File: config.mk
export PLATFORM = sky130hd
export DESIGN_NAME = csi2_lane_pkt_parser
export DESIGN_NICKNAME = d
export VERILOG_FILES = /design/src/rtl/csi2_pkg.sv /design/src/rtl/csi2_crc16.sv /design/src/rtl/csi2_lane_pkt_parser.sv
export SDC_FILE = /design/constraint.sdc
export NUM_CORES = 1
export LEC_CHECK = 0
export BUFFER_PORTS_ARGS = -buffer_cell sky130_fd_sc_hd__clkbuf_2
export CAP_MARGIN = 20
export CELL_PAD_IN_SITES_DETAIL_PLACEMENT = 2
export CELL_PAD_IN_SITES_GLOBAL_PLACEMENT = 2
export CORE_MARGIN = 1.5
export CORE_UTILIZATION = 35
export DETAILED_ROUTE_END_ITERATION = 10
export PLACE_DENSITY = 0.86
export REMOVE_ABC_BUFFERS = 1
export SETUP_SLACK_MARGIN = 0.1
export SYNTH_ARGS = -nofsm -noshare
export SYNTH_HDL_FRONTEND = slang
export SYNTH_SLANG_ARGS = --single-unit
File: constraint.sdc
create_clock -name clk -period 2.8 [get_ports clk]
set_clock_uncertainty 0.1 [all_clocks]
set_input_delay 0.56 -clock clk [delete_from_list [all_inputs] [get_ports clk]]
set_output_delay 0.56 -clock clk [all_outputs]
set_load 0.02 [all_outputs]
File: src/rtl/csi2_pkg.sv
// Shared constants and types for the single-lane CSI-2 packet parser.
// Latency: n/a (declarations only).
// Backpressure: n/a; the lane has no stall path.
package csi2_pkg;

    localparam logic [7:0]  SYNC_BYTE    = 8'hB8;
    localparam logic [15:0] CRC_POLY_R   = 16'h8408;  // x^16+x^12+x^5+1, reflected
    localparam logic [15:0] CRC_SEED     = 16'hFFFF;
    localparam logic [5:0]  DT_SHORT_MAX = 6'h0F;     // data types 0x00..0x0F are short packets

    typedef enum logic [3:0] {
        IDLE,
        SYNC,
        HDR0,
        HDR1,
        HDR2,
        HDR3,
        PAY,
        CRC0,
        CRC1,
        TRAIL
    } state_t;

    typedef struct packed {
        logic [1:0]  vc;
        logic [5:0]  dt;
        logic [15:0] wc;
        logic [7:0]  ecc;
    } csi2_hdr_t;

endpackage

File: src/rtl/csi2_crc16.sv
// Byte-wide next-state function of the CSI-2 payload CRC-16 (LSB-first, reflected poly).
// Latency: purely combinational.
// Backpressure: none.
// Ports: crc_in = current CRC, data_in = payload byte, crc_out = CRC after that byte.
module csi2_crc16
    import csi2_pkg::*;
(
    input  logic [15:0] crc_in,
    input  logic [7:0]  data_in,
    output logic [15:0] crc_out
);

    logic [15:0] c;

    // Bit 0 of the byte enters first, matching the serial order on the wire.
    always_comb begin
        c = crc_in;
        for (int i = 0; i < 8; i++) begin
            if (c[0] ^ data_in[i]) begin
                c = (c >> 1) ^ CRC_POLY_R;
            end else begin
                c = c >> 1;
            end
        end
        crc_out = c;
    end

endmodule

File: src/rtl/csi2_lane_pkt_parser.sv
// Single-lane CSI-2 packet parser: sync search, 4-byte header, payload stream, CRC check, stats.
// Latency: every output is registered, 1 cycle after the byte that causes it.
// Backpressure: none; each accepted byte is consumed in the cycle it arrives.
// Ports: clk/rst (sync, active-high); hs_active/byte_valid/byte_data from the D-PHY RX path;
//        hdr_* header fields with hdr_valid pulse; pl_* payload stream; crc_valid/crc_ok;
//        err_sync/err_trunc pulses; pkt_count/crc_err_count saturating statistics.
module csi2_lane_pkt_parser
    import csi2_pkg::*;
#(
    parameter int SYNC_TIMEOUT = 16,
    parameter int CNT_W        = 16
) (
    input  logic             clk,
    input  logic             rst,
    input  logic             hs_active,
    input  logic             byte_valid,
    input  logic [7:0]       byte_data,
    output logic             hdr_valid,
    output logic [1:0]       hdr_vc,
    output logic [5:0]       hdr_dt,
    output logic [15:0]      hdr_wc,
    output logic [7:0]       hdr_ecc,
    output logic             hdr_short,
    output logic             pl_valid,
    output logic [7:0]       pl_data,
    output logic             pl_last,
    output logic             crc_valid,
    output logic             crc_ok,
    output logic             err_sync,
    output logic             err_trunc,
    output logic [CNT_W-1:0] pkt_count,
    output logic [CNT_W-1:0] crc_err_count
);

    localparam int              SC_W      = $clog2(SYNC_TIMEOUT) + 1;
    localparam logic [SC_W-1:0] SYNC_LAST = SC_W'(SYNC_TIMEOUT - 1);

    state_t           state_q, state_d;
    logic [SC_W-1:0]  sync_cnt_q, sync_cnt_d;
    logic [7:0]       di_q, di_d;
    logic [15:0]      wc_q, wc_d;
    logic [15:0]      rem_q, rem_d;
    logic [15:0]      crc_q, crc_d;
    logic [15:0]      crc_next;
    logic [7:0]       crc_lsb_q, crc_lsb_d;
    csi2_hdr_t        hdr_q, hdr_d;
    logic             hdr_valid_q, hdr_valid_d;
    logic             hdr_short_q, hdr_short_d;
    logic             pl_valid_q, pl_valid_d;
    logic [7:0]       pl_data_q, pl_data_d;
    logic             pl_last_q, pl_last_d;
    logic             crc_valid_q, crc_valid_d;
    logic             crc_ok_q, crc_ok_d;
    logic             err_sync_q, err_sync_d;
    logic             err_trunc_q, err_trunc_d;
    logic [CNT_W-1:0] pkt_cnt_q, pkt_cnt_d;
    logic [CNT_W-1:0] crc_err_cnt_q, crc_err_cnt_d;
    logic             byte_acc;
    logic             crc_match;

    assign byte_acc  = byte_valid && hs_active;
    assign crc_match = ({byte_data, crc_lsb_q} == crc_q);

    csi2_crc16 u_crc (
        .crc_in  (crc_q),
        .data_in (byte_data),
        .crc_out (crc_next)
    );

    always_comb begin
        state_d       = state_q;
        sync_cnt_d    = sync_cnt_q;
        di_d          = di_q;
        wc_d          = wc_q;
        rem_d         = rem_q;
        crc_d         = crc_q;
        crc_lsb_d     = crc_lsb_q;
        hdr_d         = hdr_q;
        hdr_short_d   = hdr_short_q;
        pl_data_d     = pl_data_q;
        pkt_cnt_d     = pkt_cnt_q;
        crc_err_cnt_d = crc_err_cnt_q;
        hdr_valid_d   = 1'b0;
        pl_valid_d    = 1'b0;
        pl_last_d     = 1'b0;
        crc_valid_d   = 1'b0;
        crc_ok_d      = 1'b0;
        err_sync_d    = 1'b0;
        err_trunc_d   = 1'b0;

        case (state_q)
            // A byte arriving in the same cycle hs_active rises is not examined.
            IDLE: begin
                sync_cnt_d = '0;
                if (hs_active) begin
                    state_d = SYNC;
                end
            end
            SYNC: begin
                if (!hs_active) begin
                    state_d = IDLE;
                end else if (byte_acc) begin
                    if (byte_data == SYNC_BYTE) begin
                        state_d = HDR0;
                    end else if (sync_cnt_q == SYNC_LAST) begin
                        err_sync_d = 1'b1;
                        state_d    = TRAIL;
                    end else begin
                        sync_cnt_d = sync_cnt_q + SC_W'(1);
                    end
                end
            end
            TRAIL: begin
                if (!hs_active) begin
                    state_d = IDLE;
                end
            end
            default: begin
                // HDR0..CRC1: losing HS here means the packet was cut short.
                if (!hs_active) begin
                    err_trunc_d = 1'b1;
                    state_d     = IDLE;
                end else if (byte_acc) begin
                    case (state_q)
                        HDR0: begin
                            di_d    = byte_data;
                            state_d = HDR1;
                        end
                        HDR1: begin
                            wc_d[7:0] = byte_data;
                            state_d   = HDR2;
                        end
                        HDR2: begin
                            wc_d[15:8] = byte_data;
                            state_d    = HDR3;
                        end
                        HDR3: begin
                            hdr_d       = '{vc: di_q[7:6], dt: di_q[5:0], wc: wc_q, ecc: byte_data};
                            hdr_short_d = (di_q[5:0] <= DT_SHORT_MAX);
                            hdr_valid_d = 1'b1;
                            if (pkt_cnt_q != '1) begin
                                pkt_cnt_d = pkt_cnt_q + CNT_W'(1);
                            end
                            rem_d = wc_q;
                            crc_d = CRC_SEED;
                            if (di_q[5:0] <= DT_SHORT_MAX) begin
                                state_d = TRAIL;
                            end else if (wc_q == 16'd0) begin
                                state_d = CRC0;
                            end else begin
                                state_d = PAY;
                            end
                        end
                        PAY: begin
                            pl_valid_d = 1'b1;
                            pl_data_d  = byte_data;
                            crc_d      = crc_next;
                            rem_d      = rem_q - 16'd1;
                            if (rem_q == 16'd1) begin
                                pl_last_d = 1'b1;
                                state_d   = CRC0;
                            end
                        end
                        CRC0: begin
                            crc_lsb_d = byte_data;
                            state_d   = CRC1;
                        end
                        CRC1: begin
                            crc_valid_d = 1'b1;
                            crc_ok_d    = crc_match;
                            if (!crc_match && (crc_err_cnt_q != '1)) begin
                                crc_err_cnt_d = crc_err_cnt_q + CNT_W'(1);
                            end
                            state_d = TRAIL;
                        end
                        default: ;
                    endcase
                end
            end
        endcase
    end

    always_ff @(posedge clk) begin
        if (rst) begin
            state_q       <= IDLE;
            sync_cnt_q    <= '0;
            di_q          <= '0;
            wc_q          <= '0;
            rem_q         <= '0;
            crc_q         <= '0;
            crc_lsb_q     <= '0;
            hdr_q         <= '0;
            hdr_short_q   <= 1'b0;
            hdr_valid_q   <= 1'b0;
            pl_valid_q    <= 1'b0;
            pl_data_q     <= '0;
            pl_last_q     <= 1'b0;
            crc_valid_q   <= 1'b0;
            crc_ok_q      <= 1'b0;
            err_sync_q    <= 1'b0;
            err_trunc_q   <= 1'b0;
            pkt_cnt_q     <= '0;
            crc_err_cnt_q <= '0;
        end else begin
            state_q       <= state_d;
            sync_cnt_q    <= sync_cnt_d;
            di_q          <= di_d;
            wc_q          <= wc_d;
            rem_q         <= rem_d;
            crc_q         <= crc_d;
            crc_lsb_q     <= crc_lsb_d;
            hdr_q         <= hdr_d;
            hdr_short_q   <= hdr_short_d;
            hdr_valid_q   <= hdr_valid_d;
            pl_valid_q    <= pl_valid_d;
            pl_data_q     <= pl_data_d;
            pl_last_q     <= pl_last_d;
            crc_valid_q   <= crc_valid_d;
            crc_ok_q      <= crc_ok_d;
            err_sync_q    <= err_sync_d;
            err_trunc_q   <= err_trunc_d;
            pkt_cnt_q     <= pkt_cnt_d;
            crc_err_cnt_q <= crc_err_cnt_d;
        end
    end

    assign hdr_valid     = hdr_valid_q;
    assign hdr_vc        = hdr_q.vc;
    assign hdr_dt        = hdr_q.dt;
    assign hdr_wc        = hdr_q.wc;
    assign hdr_ecc       = hdr_q.ecc;
    assign hdr_short     = hdr_short_q;
    assign pl_valid      = pl_valid_q;
    assign pl_data       = pl_data_q;
    assign pl_last       = pl_last_q;
    assign crc_valid     = crc_valid_q;
    assign crc_ok        = crc_ok_q;
    assign err_sync      = err_sync_q;
    assign err_trunc     = err_trunc_q;
    assign pkt_count     = pkt_cnt_q;
    assign crc_err_count = crc_err_cnt_q;

endmodule

==> results.sh, run 1 <==
export IMPL_status="complete, no violations"
export IMPL_min_period_over_period=0.9039
export IMPL_fin_nets=959
export IMPL_wirelength_um=27700
export IMPL_crit_arrival_ps=2770
export IMPL_post_cts_buffers=0
export IMPL_reg2reg_to="crc_err_count[5]"
export IMPL_postLayoutCellArea_mm2=0.008640
export IMPL_r2r_setup_slack_ps=270
export IMPL_finalSetupTns_ps=0
export IMPL_clock_path_buffers=2
export IMPL_synthDistinctLibCells=69
export IMPL_cts_hold_buf=0
export IMPL_wl_per_cell_um=22.63
export IMPL_async_reset_ff_frac=0
export IMPL_whs_endpoint="hdr_wc[13]"
export IMPL_drive_gt1_frac=0.1992
export IMPL_rows=52
export IMPL_drc=0
export IMPL_synth_top_area_frac=0.4245
export IMPL_cp_start_kind="flip-flop"
export IMPL_p_per_area_mw_per_mm2=625.4
export IMPL_maxCapViolations=0
export IMPL_io_pins=92
export IMPL_grt_pass1_wl_um=43840
export IMPL_drt_iter0_markers=382
export IMPL_viasPerCell=5.631
export IMPL_final_setup_viol_count=0
export IMPL_crit_fanout=15
export IMPL_die_h_um=146.6
export IMPL_rsz0062_at_grt="no"
export IMPL_relSlewSlack=0.6127
export IMPL_clkLatencyLatePin_ps=450
export IMPL_cts_buffers=17
export IMPL_synth_warnings=0
export IMPL_dpl_hpwl_um=18170
export IMPL_grt_pass1_vias=7572
export IMPL_cp_end_kind="flip-flop"
export IMPL_start_util=0.3566
export IMPL_fmax_mhz=395.1
export IMPL_synth_ff_type="dfxtp_1"
export IMPL_p_leak_nw=3.355
export IMPL_power_total_mw=5.403
export IMPL_clkSinkCount=153
export IMPL_hold_path_class="reg -> reg"
export IMPL_hold_violations=0
export IMPL_hold_ws_ps=359.1
export IMPL_setup_worst_path_class="reg -> reg"
export IMPL_ys_top_cells_by_area="dfxtp_1 42%, nand2_1 6.6%, a21oi_1 5.3%"
export IMPL_num_vias=6892
export IMPL_ys_ff_latch=153
export IMPL_layout_common_cells="153 x dfxtp_1, 126 x nand2_1, 90 x clkbuf_2, 87 x nor2_1, 76 x a21oi_1"
export IMPL_fp_dieArea_mm2=0.02149
export IMPL_hold_depth=2
export IMPL_synth_area_mm2=0.007216
export IMPL_reg2reg_depth=5
export IMPL_root_buffer="clkbuf_16"
export IMPL_cp_data_required_time_ps=3040
export IMPL_n_antenna_cell=0
export IMPL_syn_area_per_cell_um2=8.420
export IMPL_areaGrowthSynthToFinish_pct=19.73
export IMPL_cts_tree="yes"
export IMPL_cts_resized=0
export IMPL_synth_edf_count=0
export IMPL_die_w_um=146.6
export IMPL_irDropWorstVdd_mv=0.3891
export IMPL_period_needed_ps=2531
export IMPL_ys_seq_area_frac=0.4245
export IMPL_slew_viol_final=0
export IMPL_synth_largest_area_cell="dfxtp_1"
export IMPL_clk_pin_slew_worst_paths_ps=70
export IMPL_final_common_cell="dfxtp_1"
export IMPL_worstHoldStart="hdr_wc[13]"
export IMPL_grtUsageTotal=0.2647
export IMPL_postRouteAntennaNets=0
export IMPL_r2r_start="state_q[3]"
export IMPL_gp_congestion=0.7933
export IMPL_postPlaceCellArea_mm2=0.008033
export IMPL_final_core_util=0.4270
export IMPL_drtPass1Iterations=4
export IMPL_postSynthCellCount=857
export IMPL_cts_max_level=4
export IMPL_worst_pin_slew_ps=580.2
export IMPL_coreArea_mm2=0.02023
export IMPL_overflow=0
export IMPL_port_buffers=91
export IMPL_antenna_found_initial=0
export IMPL_grt_max_degree=53
critical path: stages (launching register included):
cell	delay [ps]
dfxtp_1	690
inv_1	290
nor3b_4	350
nand2_2	250
nor4_1	360
mux2_2	380
layout make-up:
class | instances | area, um^2
clock buffer | 17 | 425.4
timing repair buffer | 127 | 740.7
multi-input combinational | 631 | 3850
tap | 270 | 337.8
fill | 2255 | 11590
inverter | 11 | 41.29
sequential | 153 | 3063
clock inverter | 15 | 181.4
report_power, final:
group	internal [mW]	total [mW]	switching, mW	leakage (nW)
logic	0.261	0.692	0.430	1.83
clock network	1.28	2.43	1.15	0.295
registers	2.20	2.28	0.0739	1.23
total	3.75	5.40	1.65	3.35
kinds of logic (layout without fill, tap and decap cells):
kind of cell	count (synthesis)	after routing	share of synthesized area
multiplexers	40	40	0.05705
adder cells (fa/ha/maj)	6	6	0.01040
flip-flops	153	153	0.4245
buffers and inverters	73	170	0.04352
AND/OR/NAND/NOR	358	358	0.2476
XOR/XNOR	55	55	0.06676
AO/OA/AOI/OAI	172	172	0.1502
worst max path at each step:
stage                           from                 to  slack (ps)  cells after the start
final                     state_q[3]   crc_err_count[5]         270                      5
after floorplan           state_q[2]       pkt_count[1]        -330                      5
after global routing      state_q[3]   crc_err_count[5]         130                      5
after global placement     hs_active  crc_err_count[14]         330                      6
after detailed placement   hs_active   crc_err_count[5]         170                      6
after CTS                 state_q[3]   crc_err_count[5]         290                      5
flip-flops by register name, summed over array words and instances, names as in the netlist, 2 cells and up:
name / flops
hdr_ecc: 8
hdr_wc: 16
crc_err_count: 16
crc_q: 16
hdr_vc: 2
state_q: 4
crc_lsb_q: 8
wc_q: 16
di_q: 8
rem_q: 16
pkt_count: 16
sync_cnt_q: 5
hdr_dt: 6
pl_data: 8
cell usage after synthesis (all sizes together), types with 12 or more instances:
| cell type | count |
|---|---|
| nand4 | 21 |
| nor2 | 88 |
| nor3 | 16 |
| o21ai | 27 |
| mux2i | 31 |
| nand3 | 24 |
| clkbuf | 40 |
| xnor2 | 35 |
| a21oi | 76 |
| nand2 | 127 |
| buf | 22 |
| xor2 | 20 |
| and3 | 12 |
| dfxtp | 153 |
| o22ai | 19 |
| nor4 | 18 |
layer usage:
metal | vias up | part of all wire | global-route usage
li1 | 3182 | - | -
met1 | 3483 | 0.42 | 0.3056
met2 | 167 | 0.52 | 0.4771
met3 | 60 | 0.037 | 0.05031
met4 | 0 | 0.031 | 0.1081
met5 | - | 0 | 0
through the flow:
step	instances	worst slack, ps
3_3_place_gp	1192	334.1
4_1_cts	1224	287.3
2_1_floorplan	795	-333.9
3_5_place_dp	1192	172.0
5_1_grt	1224	126.4
6_report	1224	269.1
No activity file was read; power rests on OpenSTA's default activity.
==> run 2: changes to the inputs <==
Settings changed: ABC_AREA set to 1, CORE_UTILIZATION 35 to 33, PLACE_DENSITY 0.86 to not set, PLACE_DENSITY_LB_ADDON set to 0.1, SETUP_SLACK_MARGIN 0.1 to not set.
==> results.sh, run 2 <==
export IMPL_status="complete, no violations"
export IMPL_synth_largest_area_cell="dfxtp_1"
export IMPL_ys_top_cells_by_area="dfxtp_1 41%, nand2_1 11%, a21oi_1 7.9%"
export IMPL_die_w_um=152.6
export IMPL_coreArea_mm2=0.02189
export IMPL_wl_per_cell_um=17.73
export IMPL_cts_buffers=17
export IMPL_p_comb_frac=0.177
export IMPL_switchingPower_mw=1.753
export IMPL_clkLatencyLatePin_ps=430
export IMPL_cts_tree="yes"
export IMPL_grt_pass1_vias=7794
export IMPL_synth_warnings=0
export IMPL_crit_arrival_ps=2460
export IMPL_stdcell_count=1406
export IMPL_io_pins=92
export IMPL_fin_nets=1131
export IMPL_ys_seq_area_frac=0.4150
export IMPL_dp_cells=1374
export IMPL_viasPerCell=5.142
export IMPL_die_h_um=152.6
export IMPL_syn_area_per_cell_um2=7.124
export IMPL_n_antenna_cell=0
export IMPL_pwr_share_clk=0.418
export IMPL_min_period_over_period=0.7922
export IMPL_ys_ff_latch=153
export IMPL_power_frac_seq=0.405
export IMPL_switching_share=0.3017
export IMPL_maxCapViolations=0
export IMPL_areaGrowthSynthToFinish_pct=17.75
export IMPL_relSlewSlack=0.5778
export IMPL_irDropWorstVdd_mv=0.3752
export IMPL_clkSinkCount=153
export IMPL_synth_most_common_cell="nand2_1"
export IMPL_synth_common_cells="218 x nand2_1, 153 x dfxtp_1, 116 x a21oi_1, 115 x nor2_1, 82 x inv_1"
export IMPL_r2r_setup_slack_ps=580
export IMPL_grt_pass1_wl_um=41140
export IMPL_final_setup_viol_count=0
export IMPL_hold_path_class="reg -> reg"
export IMPL_wirelength_um=24930
export IMPL_num_vias=7229
export IMPL_hold_ws_ps=360.5
export IMPL_post_cts_buffers=0
export IMPL_rows=54
export IMPL_synth_area_mm2=0.007381
export IMPL_rsz0062_at_grt="no"
export IMPL_synth_ff_type="dfxtp_1"
export IMPL_drive_gt1_frac=0.1590
export IMPL_finalSetupTns_ps=0
export IMPL_fmax_mhz=450.8
export IMPL_synth_top_area_frac=0.4150
export IMPL_p_leak_nw=3.623
export IMPL_fill_cells=2661
export IMPL_dpl_hpwl_um=17400
export IMPL_postRouteAntennaNets=0
export IMPL_cts_max_level=4
export IMPL_crit_fanout=18
export IMPL_cp_data_required_time_ps=3050
export IMPL_antenna_found_initial=0
export IMPL_setup_worst_path_class="reg -> reg"
export IMPL_hold_violations=0
export IMPL_async_reset_ff_frac=0
export IMPL_worst_pin_slew_ps=631.9
export IMPL_cts_hold_buf=0
export IMPL_port_buffers=91
export IMPL_postSynthCellCount=1036
export IMPL_fp_dieArea_mm2=0.02327
export IMPL_layout_common_cells="218 x nand2_1, 153 x dfxtp_1, 116 x a21oi_1, 115 x nor2_1, 90 x clkbuf_2"
export IMPL_cp_start_kind="flip-flop"
export IMPL_root_buffer="clkbuf_16"
export IMPL_synthDistinctLibCells=44
export IMPL_drc=0
export IMPL_cts_resized=0
export IMPL_period_needed_ps=2218
export IMPL_start_util=0.3372
export IMPL_p_per_area_mw_per_mm2=668.5
export IMPL_final_common_cell="nand2_1"
export IMPL_drt_iter0_markers=254
export IMPL_slew_viol_final=0
export IMPL_cp_end_kind="flip-flop"
export IMPL_overflow=0
export IMPL_clk_pin_slew_worst_paths_ps=60
export IMPL_synth_edf_count=0
export IMPL_grtUsageTotal=0.2205
export IMPL_gp_congestion=0.7928
export IMPL_p_int_mw=4.057
export IMPL_grt_max_degree=77
export IMPL_clock_path_buffers=2
export IMPL_drtPass1Iterations=4
-- run 2: cell count changes after synthesis, sizes merged, moves of 10 or more --
cell,change
nand2,+97
inv,+83
o21ai,+61
nand3,+42
a21oi,+41
nor2,+38
mux2i,-31
clkbuf,-23
nor4,-17
o22ai,-14
and3,-12
nor2b,-11
buf,+10
-- run 2: path summary, 6_finish.rpt --
kind	startpoint	depth (start not counted)	end
worst max-delay path	state_q[1]	9	crc_q[6]
worst min-delay path	sync_cnt_q[4]	2	sync_cnt_q[4]
worst max register to register	state_q[1]	9	crc_q[6]
worst min register to register	sync_cnt_q[4]	2	sync_cnt_q[4]
-- run 2: cell type report --
class	count	area, um^2	area share
clock inverter	11	143.9	0.01656
clock buffer	21	470.5	0.05413
inverter	94	352.8	0.04060
timing repair buffer	107	600.6	0.06910
multi-input combinational	740	3710	0.4269
tap	280	350.3	0.04031
sequential	153	3063	0.3524
-- run 2: cell families (layout without fill, tap and decap cells) --
logic type,count (synthesis),in the layout,share of synthesized area
AOI/OAI and AO/OA,223,223,0.1595
xor gates and xnor gates,55,55,0.06527
adders and majority gates,6,6,0.01017
buffers and inverters,143,233,0.08239
DFF,153,153,0.4150
and+or+nand+nor,456,456,0.2677
-- run 2: per-stage QoR --
step,power [mW],area (um^2),setup slack (ps),util
floorplan,3.069,7126,664.9,-
global placement,3.401,8077,604.0,0.3689
detailed placement,3.426,8077,565.4,0.3689
CTS,5.897,8691,570.7,0.3970
global route,6.120,8691,364.4,0.3970
finish,5.810,8691,581.9,0.3970
-- run 2: critical path, cell delays in order (launching register included) --
cell,delay [ps]
dfxtp_1,430
inv_2,60
nor2_1,200
nand2_2,280
nand2_1,200
nand2_2,80
inv_2,210
buf_4,290
o21ai_0,120
a21oi_1,170
-- run 2: power by group through the flow --
stage	Sequential, mW	Combinational [mW]	Clock (mW)
2_1_floorplan	2.41	0.661	0
3_3_place_gp	2.40	1.00	0
3_5_place_dp	2.40	1.03	0
4_1_cts	2.35	1.04	2.50
5_1_grt	2.36	1.17	2.59
6_report	2.35	1.03	2.43
-- run 2: metal layers --
layer  track usage  part of all wire  up-vias
met1        0.2819              0.47     3580
met4       0.05861             0.015        0
met3       0.03811             0.027       26
li1              -                 -     3517
met5             0                 0        -
met2        0.3831              0.49      106
